<file path="src/rtl/mbledhesi_serik_if.sv">
// Handshake and result bundle for the bit-serial adder.
//   master: drives start/a/b/cin, observes sum/cout/ovf/busy/done
//   slave : the adder side
interface mbledhesi_serik_if #(
    parameter int WIDTH = 8
);
    logic             start;
    logic [WIDTH-1:0] a;
    logic [WIDTH-1:0] b;
    logic             cin;
    logic [WIDTH-1:0] sum;
    logic             cout;
    logic             ovf;
    logic             busy;
    logic             done;

    modport master (
        output start, a, b, cin,
        input  sum, cout, ovf, busy, done
    );

    modport slave (
        input  start, a, b, cin,
        output sum, cout, ovf, busy, done
    );
endinterface

</file>
<file path="src/rtl/mbledhesi_serik.sv">
// Bit-serial adder: one full-adder cell plus a carry flop, LSB first,
// one bit per clock. Result registers only update on the final bit, so
// partial sums never reach the outputs.
//   clk   : rising-edge clock
//   reset : synchronous, active-high
//   bus   : slave side of mbledhesi_serik_if
//           start/a/b/cin in; sum/cout/ovf (registered), busy (ADD), done (FIN) out
module mbledhesi_serik #(
    parameter int WIDTH = 8
) (
    input  logic              clk,
    input  logic              reset,
    mbledhesi_serik_if.slave  bus
);
    localparam int CW = (WIDTH <= 2) ? 1 : $clog2(WIDTH);

    localparam logic [1:0] IDLE = 2'd0;
    localparam logic [1:0] ADD  = 2'd1;
    localparam logic [1:0] FIN  = 2'd2;

    logic [1:0]       state;
    logic [WIDTH-1:0] op_a;
    logic [WIDTH-1:0] op_b;
    logic [WIDTH-1:0] acc;
    logic             carry;
    logic [CW-1:0]    cnt;
    logic [WIDTH-1:0] sum_r;
    logic             cout_r;
    logic             ovf_r;

    logic fa_s;
    logic fa_c;
    logic last_bit;

    assign fa_s     = op_a[0] ^ op_b[0] ^ carry;
    assign fa_c     = (op_a[0] & op_b[0]) | (op_a[0] & carry) | (op_b[0] & carry);
    assign last_bit = (cnt == CW'(WIDTH - 1));

    always_ff @(posedge clk) begin
        if (reset) begin
            state  <= IDLE;
            op_a   <= '0;
            op_b   <= '0;
            acc    <= '0;
            carry  <= 1'b0;
            cnt    <= '0;
            sum_r  <= '0;
            cout_r <= 1'b0;
            ovf_r  <= 1'b0;
        end else begin
            case (state)
                // FIN accepts a new request exactly like IDLE, giving
                // back-to-back throughput of WIDTH+1 cycles.
                IDLE, FIN: begin
                    if (bus.start) begin
                        op_a  <= bus.a;
                        op_b  <= bus.b;
                        carry <= bus.cin;
                        acc   <= '0;
                        cnt   <= '0;
                        state <= ADD;
                    end else begin
                        state <= IDLE;
                    end
                end
                ADD: begin
                    op_a  <= op_a >> 1;
                    op_b  <= op_b >> 1;
                    acc   <= {fa_s, acc[WIDTH-1:1]};
                    carry <= fa_c;
                    cnt   <= cnt + 1'b1;
                    if (last_bit) begin
                        // carry still holds the carry into the MSB here,
                        // captured while processing bit WIDTH-2.
                        sum_r  <= {fa_s, acc[WIDTH-1:1]};
                        cout_r <= fa_c;
                        ovf_r  <= carry ^ fa_c;
                        state  <= FIN;
                    end
                end
                default: state <= IDLE;
            endcase
        end
    end

    assign bus.sum  = sum_r;
    assign bus.cout = cout_r;
    assign bus.ovf  = ovf_r;
    assign bus.busy = (state == ADD);
    assign bus.done = (state == FIN);
endmodule

</file>
<file path="src/flat_wrapper.sv">
// flat-port wrapper written by rule: the top's interface ports become plain ports
module mbledhesi_serik_flat 
#(
    parameter int WIDTH = 8
)
  (clk, reset, bus_start, bus_a, bus_b, bus_cin, bus_sum, bus_cout, bus_ovf, bus_busy, bus_done);
  mbledhesi_serik_if #(.WIDTH(WIDTH)) bus_i ();
  input  logic clk;
  input  logic reset;
  input wire logic [$bits(bus_i.start)-1:0] bus_start;
  input wire logic [$bits(bus_i.a)-1:0] bus_a;
  input wire logic [$bits(bus_i.b)-1:0] bus_b;
  input wire logic [$bits(bus_i.cin)-1:0] bus_cin;
  output wire logic [$bits(bus_i.sum)-1:0] bus_sum;
  output wire logic [$bits(bus_i.cout)-1:0] bus_cout;
  output wire logic [$bits(bus_i.ovf)-1:0] bus_ovf;
  output wire logic [$bits(bus_i.busy)-1:0] bus_busy;
  output wire logic [$bits(bus_i.done)-1:0] bus_done;
  assign bus_i.start = bus_start;
  assign bus_i.a = bus_a;
  assign bus_i.b = bus_b;
  assign bus_i.cin = bus_cin;
  assign bus_sum = bus_i.sum;
  assign bus_cout = bus_i.cout;
  assign bus_ovf = bus_i.ovf;
  assign bus_busy = bus_i.busy;
  assign bus_done = bus_i.done;
  mbledhesi_serik #(.WIDTH(WIDTH)) u_core (.clk(clk), .reset(reset), .bus(bus_i));
endmodule
</file>
<file path="config.mk">
export PLATFORM = sky130hd
export DESIGN_NAME = mbledhesi_serik_flat
export DESIGN_NICKNAME = d
export VERILOG_FILES = /design/src/rtl/mbledhesi_serik_if.sv /design/src/rtl/mbledhesi_serik.sv /design/src/flat_wrapper.sv
export SDC_FILE = /design/constraint.sdc
export NUM_CORES = 1
export LEC_CHECK = 0
export CAP_MARGIN = 20
export CELL_PAD_IN_SITES_DETAIL_PLACEMENT = 1
export CELL_PAD_IN_SITES_GLOBAL_PLACEMENT = 2
export CORE_MARGIN = 2
export CORE_UTILIZATION = 30
export CTS_BUF_LIST = sky130_fd_sc_hd__clkbuf_8
export DETAILED_ROUTE_END_ITERATION = 7
export PLACE_DENSITY = 0.81
export SETUP_SLACK_MARGIN = 0.3
export SLEW_MARGIN = 0
export SYNTH_ARGS = -nofsm -noshare
export SYNTH_HDL_FRONTEND = slang
export SYNTH_SLANG_ARGS = --single-unit
</file>
<file path="constraint.sdc">
create_clock -name clk -period 1.5 [get_ports clk]
set_input_delay 0.225 -clock clk [delete_from_list [all_inputs] [get_ports clk]]
set_output_delay 0.225 -clock clk [all_outputs]
set_load 0.01 [all_outputs]
</file>
==> impl_table.tex, run 1 <==
\begin{tabular}{lr}
\hline
Metric & Value \\
\hline
\multicolumn{2}{l}{\textbf{Outcome}} \\
Outcome & completed \\
\multicolumn{2}{l}{\textbf{Synth}} \\
Number of flops mapped to enable cells by yosys & 0 \\
Fraction of the mapped netlist area in adder cells & 2.77\% \\
Syn nets & 217 \\
Simple-Gate Fraction of Synth Area & 24.4\% \\
Prevailing post-synth register cell & sky130\_fd\_sc\_hd\_\_dfxtp\_1 \\
Sequential area share after synthesis & 48.0\% \\
Async SR Flop Fraction & 0\% \\
XOR/XNOR share of the synthesized area & 0.538\% \\
Total number of yosys warnings & 0 \\
Fraction of the mapped netlist area in compound gates & 18.2\% \\
Summed instance area of the synthesized netlist & 1630 um\^{}2 \\
Post-synthesis cell count & 194 \\
Mux contribution to synthesized area & 0\% \\
Dominant combinational cell family by area after synthesis & simple AND/OR/NAND/NOR gates \\
Distinct cells, synth & 22 \\
Mapped Avg Cell Area & 8.38 um\^{}2 \\
Flop and latch count out of synthesis & 39 \\
\multicolumn{2}{l}{\textbf{Floorplan}} \\
Number of primary I/O pins & 32 \\
Initial Utilization & 31.4\% \\
Core area & 5170 um\^{}2 \\
Die boundary height & 77.6 um \\
Floorplan die area & 6030 um\^{}2 \\
Number of placement rows & 26 \\
Chip Width & 77.6 um \\
\multicolumn{2}{l}{\textbf{Worst setup path}} \\
Top Family by Delay on Critical Path & flip-flops \\
Largest incremental delay on the critical path & 0.36 ns \\
Crit Path Category & reg -> reg \\
Buffering stage count on the worst path with inverters included & 1 \\
Crit path top cell by count & sky130\_fd\_sc\_hd\_\_ha\_4 \\
Largest fanout on the critical path & 6 \\
Data arrival time of the critical path & 1.50 ns \\
Worst setup SP type & flip-flop \\
Category of the worst setup path capture point & flip-flop \\
Ordered list of cells on the worst path & ha\_4 -> ha\_4 -> and3b\_2 -> buf\_6 -> nand2\_2 -> a21oi\_1 \\
CP max stage cell & sky130\_fd\_sc\_hd\_\_dfxtp\_2 \\
Critical path required time & 1.71 ns \\
Source of the worst register-to-register timing path & u\_core.cnt[0]\$\_SDFFE\_PP0P\_ \\
Start point of the critical path & u\_core.cnt[0]\$\_SDFFE\_PP0P\_ \\
\multicolumn{2}{l}{\textbf{Final layout}} \\
Most common cell after layout, fill and taps aside & sky130\_fd\_sc\_hd\_\_nand2\_1 \\
Fraction of final layout cells sized beyond drive strength 1 & 25.0\% \\
Number of fill cells & 591 \\
Final-stage net count & 254 \\
Number of inserted diodes & 0 \\
Non-filler instance count after layout & 302 \\
Area growth from synthesis to layout & 41.4\% \\
Area taken by multi-input logic gates & 836 um\^{}2 \\
Most frequent cells in the layout & 50 x sky130\_fd\_sc\_hd\_\_nand2\_1, 34 x sky130\_fd\_sc\_hd\_\_dfxtp\_1, 18 x sky130\_fd\_sc\_hd\_\_a21oi\_1, 18 x sky130\_fd\_sc\_hd\_\_nor2\_1, 18 x sky130\_fd\_sc\_hd\_\_clkdlybuf4s50\_1 \\
Footprint of the flip-flops and latches & 790 um\^{}2 \\
\multicolumn{2}{l}{\textbf{Placement}} \\
Port Buffer Count & 31 \\
Pre-CTS setup slack & 0.00762 ns \\
DP Cell Count & 288 \\
Last weighted congestion value of the routability-driven placer & 0.687 \\
DPL Wire Length & 2480 um \\
\multicolumn{2}{l}{\textbf{Timing}} \\
Count of endpoints failing hold in the final timing report & 0 \\
Setup slack after layout & 0.216 ns \\
RSZ-0062 raised after global routing & yes \\
Final hold slack & 0.452 ns \\
Fmax & 779 MHz \\
Crit path time final & 1.28 ns \\
Tightest Pin Transition & 0.211 ns \\
Fin crit share & 85.6\% \\
Max transition margin & 85.8\% \\
Number of failing setup endpoints in the final timing report & 0 \\
Clock tree skew after final layout & 0.00612 ns \\
Pins Over Slew Limit & 0 \\
Sum of negative setup slack & 0 ns \\
\multicolumn{2}{l}{\textbf{Clock network}} \\
Clock transition at the register clock pins on the worst setup and hold paths after CTS & 0.08 ns \\
Number of clock sinks & 39 \\
Clock Tree Buf Depth & 2 \\
Number of levels in the clock H-tree & 2 \\
Clock tree from TritonCTS & yes \\
Number of clock buffers inserted by TritonCTS & 5 \\
Clock root cell & sky130\_fd\_sc\_hd\_\_clkbuf\_8 \\
Clk Latency, worst-skew pair & 0.29 ns \\
\multicolumn{2}{l}{\textbf{Power and ir drop}} \\
Leakage Power & 0.885 nW \\
Worst IR drop on VDD & 0.473 mV \\
Pwr per Cell Area & 933 nW/um\^{}2 \\
Power after layout & 2.14 mW \\
\multicolumn{2}{l}{\textbf{Global routing}} \\
Number of global-route vias before repair & 1455 \\
Initial antenna violation count & 0 \\
Overflow left after global routing & 0 \\
GRT Resource Usage Total & 13.5\% \\
Pin count of the biggest net entering global routing & 40 \\
First-pass GRT wire length & 6590 um \\
\multicolumn{2}{l}{\textbf{Flow run}} \\
Max-Cap Viols & 0 \\
\multicolumn{2}{l}{\textbf{Routing}} \\
Total length of routed wires & 3990 um \\
DRC viols & 0 \\
Vias/cell & 4.88 \\
Average wire length per cell after detail routing & 13.2 um \\
Initial DRC count & 66 \\
Drt first pass iters & 4 \\
Number of vias in the routed layout & 1473 \\
ANT nets after route & 0 \\
\multicolumn{2}{l}{\textbf{Min path}} \\
Hold WC Path Type & reg -> reg \\
Hold path startpoint & u\_core.bus.sum[7]\$\_SDFFE\_PP0P\_ \\
\hline
\end{tabular}
## synthesized netlist by cell type (2+ instances only)
master | number | share of area, %
sky130_fd_sc_hd__ha_1 | 2 | 1.5
sky130_fd_sc_hd__nand3_1 | 12 | 3.7
sky130_fd_sc_hd__dfxtp_1 | 39 | 48
sky130_fd_sc_hd__buf_2 | 8 | 2.5
sky130_fd_sc_hd__nor2_1 | 18 | 4.2
sky130_fd_sc_hd__buf_4 | 3 | 1.4
sky130_fd_sc_hd__nand2b_1 | 3 | 1.2
sky130_fd_sc_hd__clkbuf_1 | 2 | 0.46
sky130_fd_sc_hd__a311oi_2 | 7 | 6.5
sky130_fd_sc_hd__a311oi_1 | 8 | 4.3
sky130_fd_sc_hd__nor2b_1 | 2 | 0.77
sky130_fd_sc_hd__nand2_1 | 59 | 14
sky130_fd_sc_hd__a21oi_1 | 21 | 6.5
sky130_fd_sc_hd__buf_6 | 2 | 1.4
## stage by stage
step | cell area [um^2] | util (%)
2_1_floorplan | 1640 | -
3_3_place_gp | 2030 | 39.3
3_5_place_dp | 2030 | 39.3
4_1_cts | 2200 | 42.6
5_1_grt | 2300 | 44.5
6_report | 2300 | 44.5
## logic make-up (layout without fill, tap and decap cells)
group	after synthesis	in the layout
compound gates	38	38
xor+xnor	1	1
fa+ha+maj	3	3
buf+inv	17	55
flops	39	39
simple gates	96	96
## metal layers
metal | share of wire [%] | global-route usage [%]
met1 | 46 | 17.0
met2 | 49 | 22.7
met3 | 3.3 | 2.79
met4 | 1.3 | 5.36
met5 | 0 | 0
## final cells by class
cell class / count / share of cell area, %
multi-input cells: 138 / 36.3
clock buffers: 5 / 2.99
repair buffers: 46 / 21.7
flip-flops and latches: 39 / 34.3
clock inverters: 3 / 0.653
well taps: 70 / 3.81
inverters: 1 / 0.163
## timing repair
item                       CTS  global route
setup endpoints to repair   36            30
pin swaps                    7             1
buffers inserted             4             0
cloned                       0             2
resized for setup           38            17
hold buffers                 0             0
## worst min-delay path, delay by kind of cell, from the launching register on
family	cells	cell delay, ns
flip-flops	1	0.31
AO/OA/AOI/OAI	1	0.05
AND/OR/NAND/NOR	1	0.05
## worst paths after layout
kind,to,slack (ns),depth (start not counted)
max,u_core.bus.sum[6]$_SDFFE_PP0P_,0.22,6
min,u_core.bus.sum[7]$_SDFFE_PP0P_,0.45,2
max reg2reg,u_core.bus.sum[6]$_SDFFE_PP0P_,0.22,6
min reg2reg,u_core.bus.sum[7]$_SDFFE_PP0P_,0.45,2
## registers in the layout, indices dropped and copies added, names as in the netlist
register         flops
u_core.cnt           3
u_core.op_a          8
u_core.bus.cout      1
u_core.state         2
u_core.bus.ovf       1
u_core.carry         1
u_core.bus.sum       8
u_core.acc           7
u_core.op_b          8
## where the power goes
part,internal (mW),switching (mW)
clock network,0.318,0.362
registers,1.09,0.0381
logic,0.173,0.166
Power figures use the tool's default switching activity.
==> run 2: changes to the inputs <==
--- a/config.mk
+++ b/config.mk
@@ -8,7 +8,7 @@
 export CAP_MARGIN = 20
 export CELL_PAD_IN_SITES_DETAIL_PLACEMENT = 1
 export CELL_PAD_IN_SITES_GLOBAL_PLACEMENT = 2
-export CORE_MARGIN = 2
+export CORE_MARGIN = 4
 export CORE_UTILIZATION = 30
 export CTS_BUF_LIST = sky130_fd_sc_hd__clkbuf_8
 export DETAILED_ROUTE_END_ITERATION = 7
==> impl_table.tex, run 2 (synthesis results as in run 1) <==
\begin{tabular}{lr}
\hline
Metric & Value \\
\hline
\multicolumn{2}{l}{\textbf{Timing}} \\
Clock tree skew after final layout & 0.00815 ns \\
RSZ-0062 raised after global routing & yes \\
Tightest Pin Transition & 0.228 ns \\
Fin crit share & 84.1\% \\
Number of failing setup endpoints in the final timing report & 0 \\
Fmax & 793 MHz \\
Final hold slack & 0.459 ns \\
Count of endpoints failing hold in the final timing report & 0 \\
Crit path time final & 1.26 ns \\
Pins Over Slew Limit & 0 \\
Sum of negative setup slack & 0 ns \\
Max transition margin & 84.8\% \\
\multicolumn{2}{l}{\textbf{Floorplan}} \\
Floorplan die area & 6660 um\^{}2 \\
Die boundary height & 81.6 um \\
Chip Width & 81.6 um \\
Initial Utilization & 31.4\% \\
Number of placement rows & 26 \\
Number of primary I/O pins & 32 \\
Core area & 5170 um\^{}2 \\
\multicolumn{2}{l}{\textbf{Final layout}} \\
Most frequent cells in the layout & 50 x sky130\_fd\_sc\_hd\_\_nand2\_1, 35 x sky130\_fd\_sc\_hd\_\_dfxtp\_1, 18 x sky130\_fd\_sc\_hd\_\_nor2\_1, 18 x sky130\_fd\_sc\_hd\_\_clkdlybuf4s50\_1, 14 x sky130\_fd\_sc\_hd\_\_a21oi\_1 \\
Final-stage net count & 252 \\
Fraction of final layout cells sized beyond drive strength 1 & 26.5\% \\
Number of fill cells & 615 \\
Most common cell after layout, fill and taps aside & sky130\_fd\_sc\_hd\_\_nand2\_1 \\
Non-filler instance count after layout & 300 \\
Area growth from synthesis to layout & 44.3\% \\
Number of inserted diodes & 0 \\
\multicolumn{2}{l}{\textbf{Global routing}} \\
Overflow left after global routing & 0 \\
Number of global-route vias before repair & 1417 \\
Pin count of the biggest net entering global routing & 40 \\
Initial antenna violation count & 0 \\
First-pass GRT wire length & 6800 um \\
GRT Resource Usage Total & 13.4\% \\
\multicolumn{2}{l}{\textbf{Power and ir drop}} \\
Combinational power share & 15.1\% \\
Fraction of power spent switching nets & 24.7\% \\
Proportion of power drawn by the clock network & 38.0\% \\
Switching Power & 592 uW \\
Pwr per Cell Area & 1020 nW/um\^{}2 \\
Leakage Power & 0.913 nW \\
Cell internal power dissipation & 1.80 mW \\
Worst IR drop on VDD & 0.389 mV \\
Sequential power share & 46.9\% \\
\multicolumn{2}{l}{\textbf{Clock network}} \\
Clk Latency, worst-skew pair & 0.29 ns \\
Number of clock sinks & 39 \\
Number of clock buffers inserted by TritonCTS & 5 \\
Clock Tree Buf Depth & 2 \\
Clock root cell & sky130\_fd\_sc\_hd\_\_clkbuf\_8 \\
Clock transition at the register clock pins on the worst setup and hold paths after CTS & 0.08 ns \\
Number of levels in the clock H-tree & 2 \\
Hold buffer count at CTS & 0 \\
Clock tree from TritonCTS & yes \\
\multicolumn{2}{l}{\textbf{Routing}} \\
Number of vias in the routed layout & 1457 \\
Average wire length per cell after detail routing & 14.4 um \\
Drt first pass iters & 4 \\
Vias/cell & 4.86 \\
ANT nets after route & 0 \\
DRC viols & 0 \\
Initial DRC count & 87 \\
Total length of routed wires & 4330 um \\
\multicolumn{2}{l}{\textbf{Placement}} \\
Last weighted congestion value of the routability-driven placer & 0.676 \\
Port Buffer Count & 31 \\
DPL Wire Length & 2440 um \\
DP Cell Count & 286 \\
\multicolumn{2}{l}{\textbf{Worst setup path}} \\
Crit Path Category & reg -> reg \\
Cells on worst reg2reg path & 6 \\
Reg2reg end & u\_core.bus.sum[4]\$\_SDFFE\_PP0P\_ \\
Critical path required time & 1.67 ns \\
Worst setup SP type & flip-flop \\
Largest fanout on the critical path & 8 \\
Source of the worst register-to-register timing path & u\_core.cnt[0]\$\_SDFFE\_PP0P\_ \\
Worst-case register-to-register setup slack & 0.24 ns \\
Category of the worst setup path capture point & flip-flop \\
Data arrival time of the critical path & 1.43 ns \\
\multicolumn{2}{l}{\textbf{Min path}} \\
Count of cells along the worst hold path & 2 \\
Worst Hold Path EP & u\_core.bus.cout\$\_SDFFE\_PP0P\_ \\
Hold WC Path Type & reg -> reg \\
Hold path startpoint & u\_core.bus.cout\$\_SDFFE\_PP0P\_ \\
\multicolumn{2}{l}{\textbf{Flow run}} \\
Max-Cap Viols & 0 \\
\multicolumn{2}{l}{\textbf{Outcome}} \\
Outcome & completed \\
\hline
\end{tabular}
[run 2: worst max-delay path, cell delays in order (launching register included)]
cell                      delay, ns
sky130_fd_sc_hd__dfxtp_2       0.35
sky130_fd_sc_hd__ha_4          0.16
sky130_fd_sc_hd__ha_4          0.15
sky130_fd_sc_hd__and3b_2       0.23
sky130_fd_sc_hd__buf_8         0.16
sky130_fd_sc_hd__nand2_2       0.06
sky130_fd_sc_hd__a21oi_2       0.04
[run 2: what timing repair did]
action	4_1_cts	5_1_grt
endpoints found under the setup margin	28	28
pin swaps	11	1
cloned	2	1
buffers inserted	1	2
resized for setup	43	17
[run 2: area by class of cell]
type / instances / area [um^2] / share of cell area [%]
tap: 70 / 87.6 / 3.73
timing repair buffer: 44 / 482 / 20.5
sequential: 39 / 788 / 33.6
multi-input combinational: 138 / 868 / 37.0
inverter: 1 / 3.75 / 0.160
clock inverter: 2 / 35.0 / 1.49
clock buffer: 6 / 82.6 / 3.52
[run 2: power groups by stage]
| stage | clock [mW] | combinational, mW | sequential (mW) |
|---|---|---|---|
| after floorplan | 0 | 0.196 | 1.13 |
| after global placement | 0 | 0.297 | 1.14 |
| after detailed placement | 0 | 0.301 | 1.14 |
| after CTS | 0.940 | 0.337 | 1.12 |
| after global routing | 0.974 | 0.394 | 1.13 |
| final | 0.911 | 0.361 | 1.12 |
[run 2: per-layer routing]
| layer | track usage [%] | share of wire [%] | up-vias |
|---|---|---|---|
| met4 | 4.49 | 0.67 | 0 |
| met3 | 2.96 | 3.4 | 2 |
| li1 | - | - | 725 |
| met1 | 16.6 | 46 | 705 |
| met2 | 22.9 | 50 | 25 |
| met5 | 0 | 0 | - |
[run 2: how the worst max path moves through the flow]
stage | end | startpoint | depth (start not counted) | slack, ns
4_1_cts | bus_busy | u_core.state[1]$_SDFFE_PP0P_ | 3 | 0.14
2_1_floorplan | u_core.bus.ovf$_SDFFE_PP0P_ | u_core.carry$_SDFFE_PP0P_ | 3 | 0.29
3_3_place_gp | u_core.op_a[4]$_SDFFE_PP0P_ | bus_start | 5 | 0.006
3_5_place_dp | u_core.op_b[3]$_SDFFE_PP0P_ | bus_start | 5 | -0.02
6_report | u_core.bus.sum[4]$_SDFFE_PP0P_ | u_core.cnt[0]$_SDFFE_PP0P_ | 6 | 0.24
5_1_grt | u_core.bus.ovf$_SDFFE_PP0P_ | u_core.cnt[1]$_SDFFE_PP0P_ | 5 | 0.19
[run 2: through the flow]
stage	total power, mW	util (%)	worst slack [ns]	cell area [um^2]
after floorplan	1.33	-	0.293	1640
after global placement	1.44	39.2	0.00588	2030
after detailed placement	1.44	39.2	-0.0204	2030
after CTS	2.40	43.7	0.140	2260
after global routing	2.50	45.4	0.191	2350
final	2.39	45.4	0.238	2350
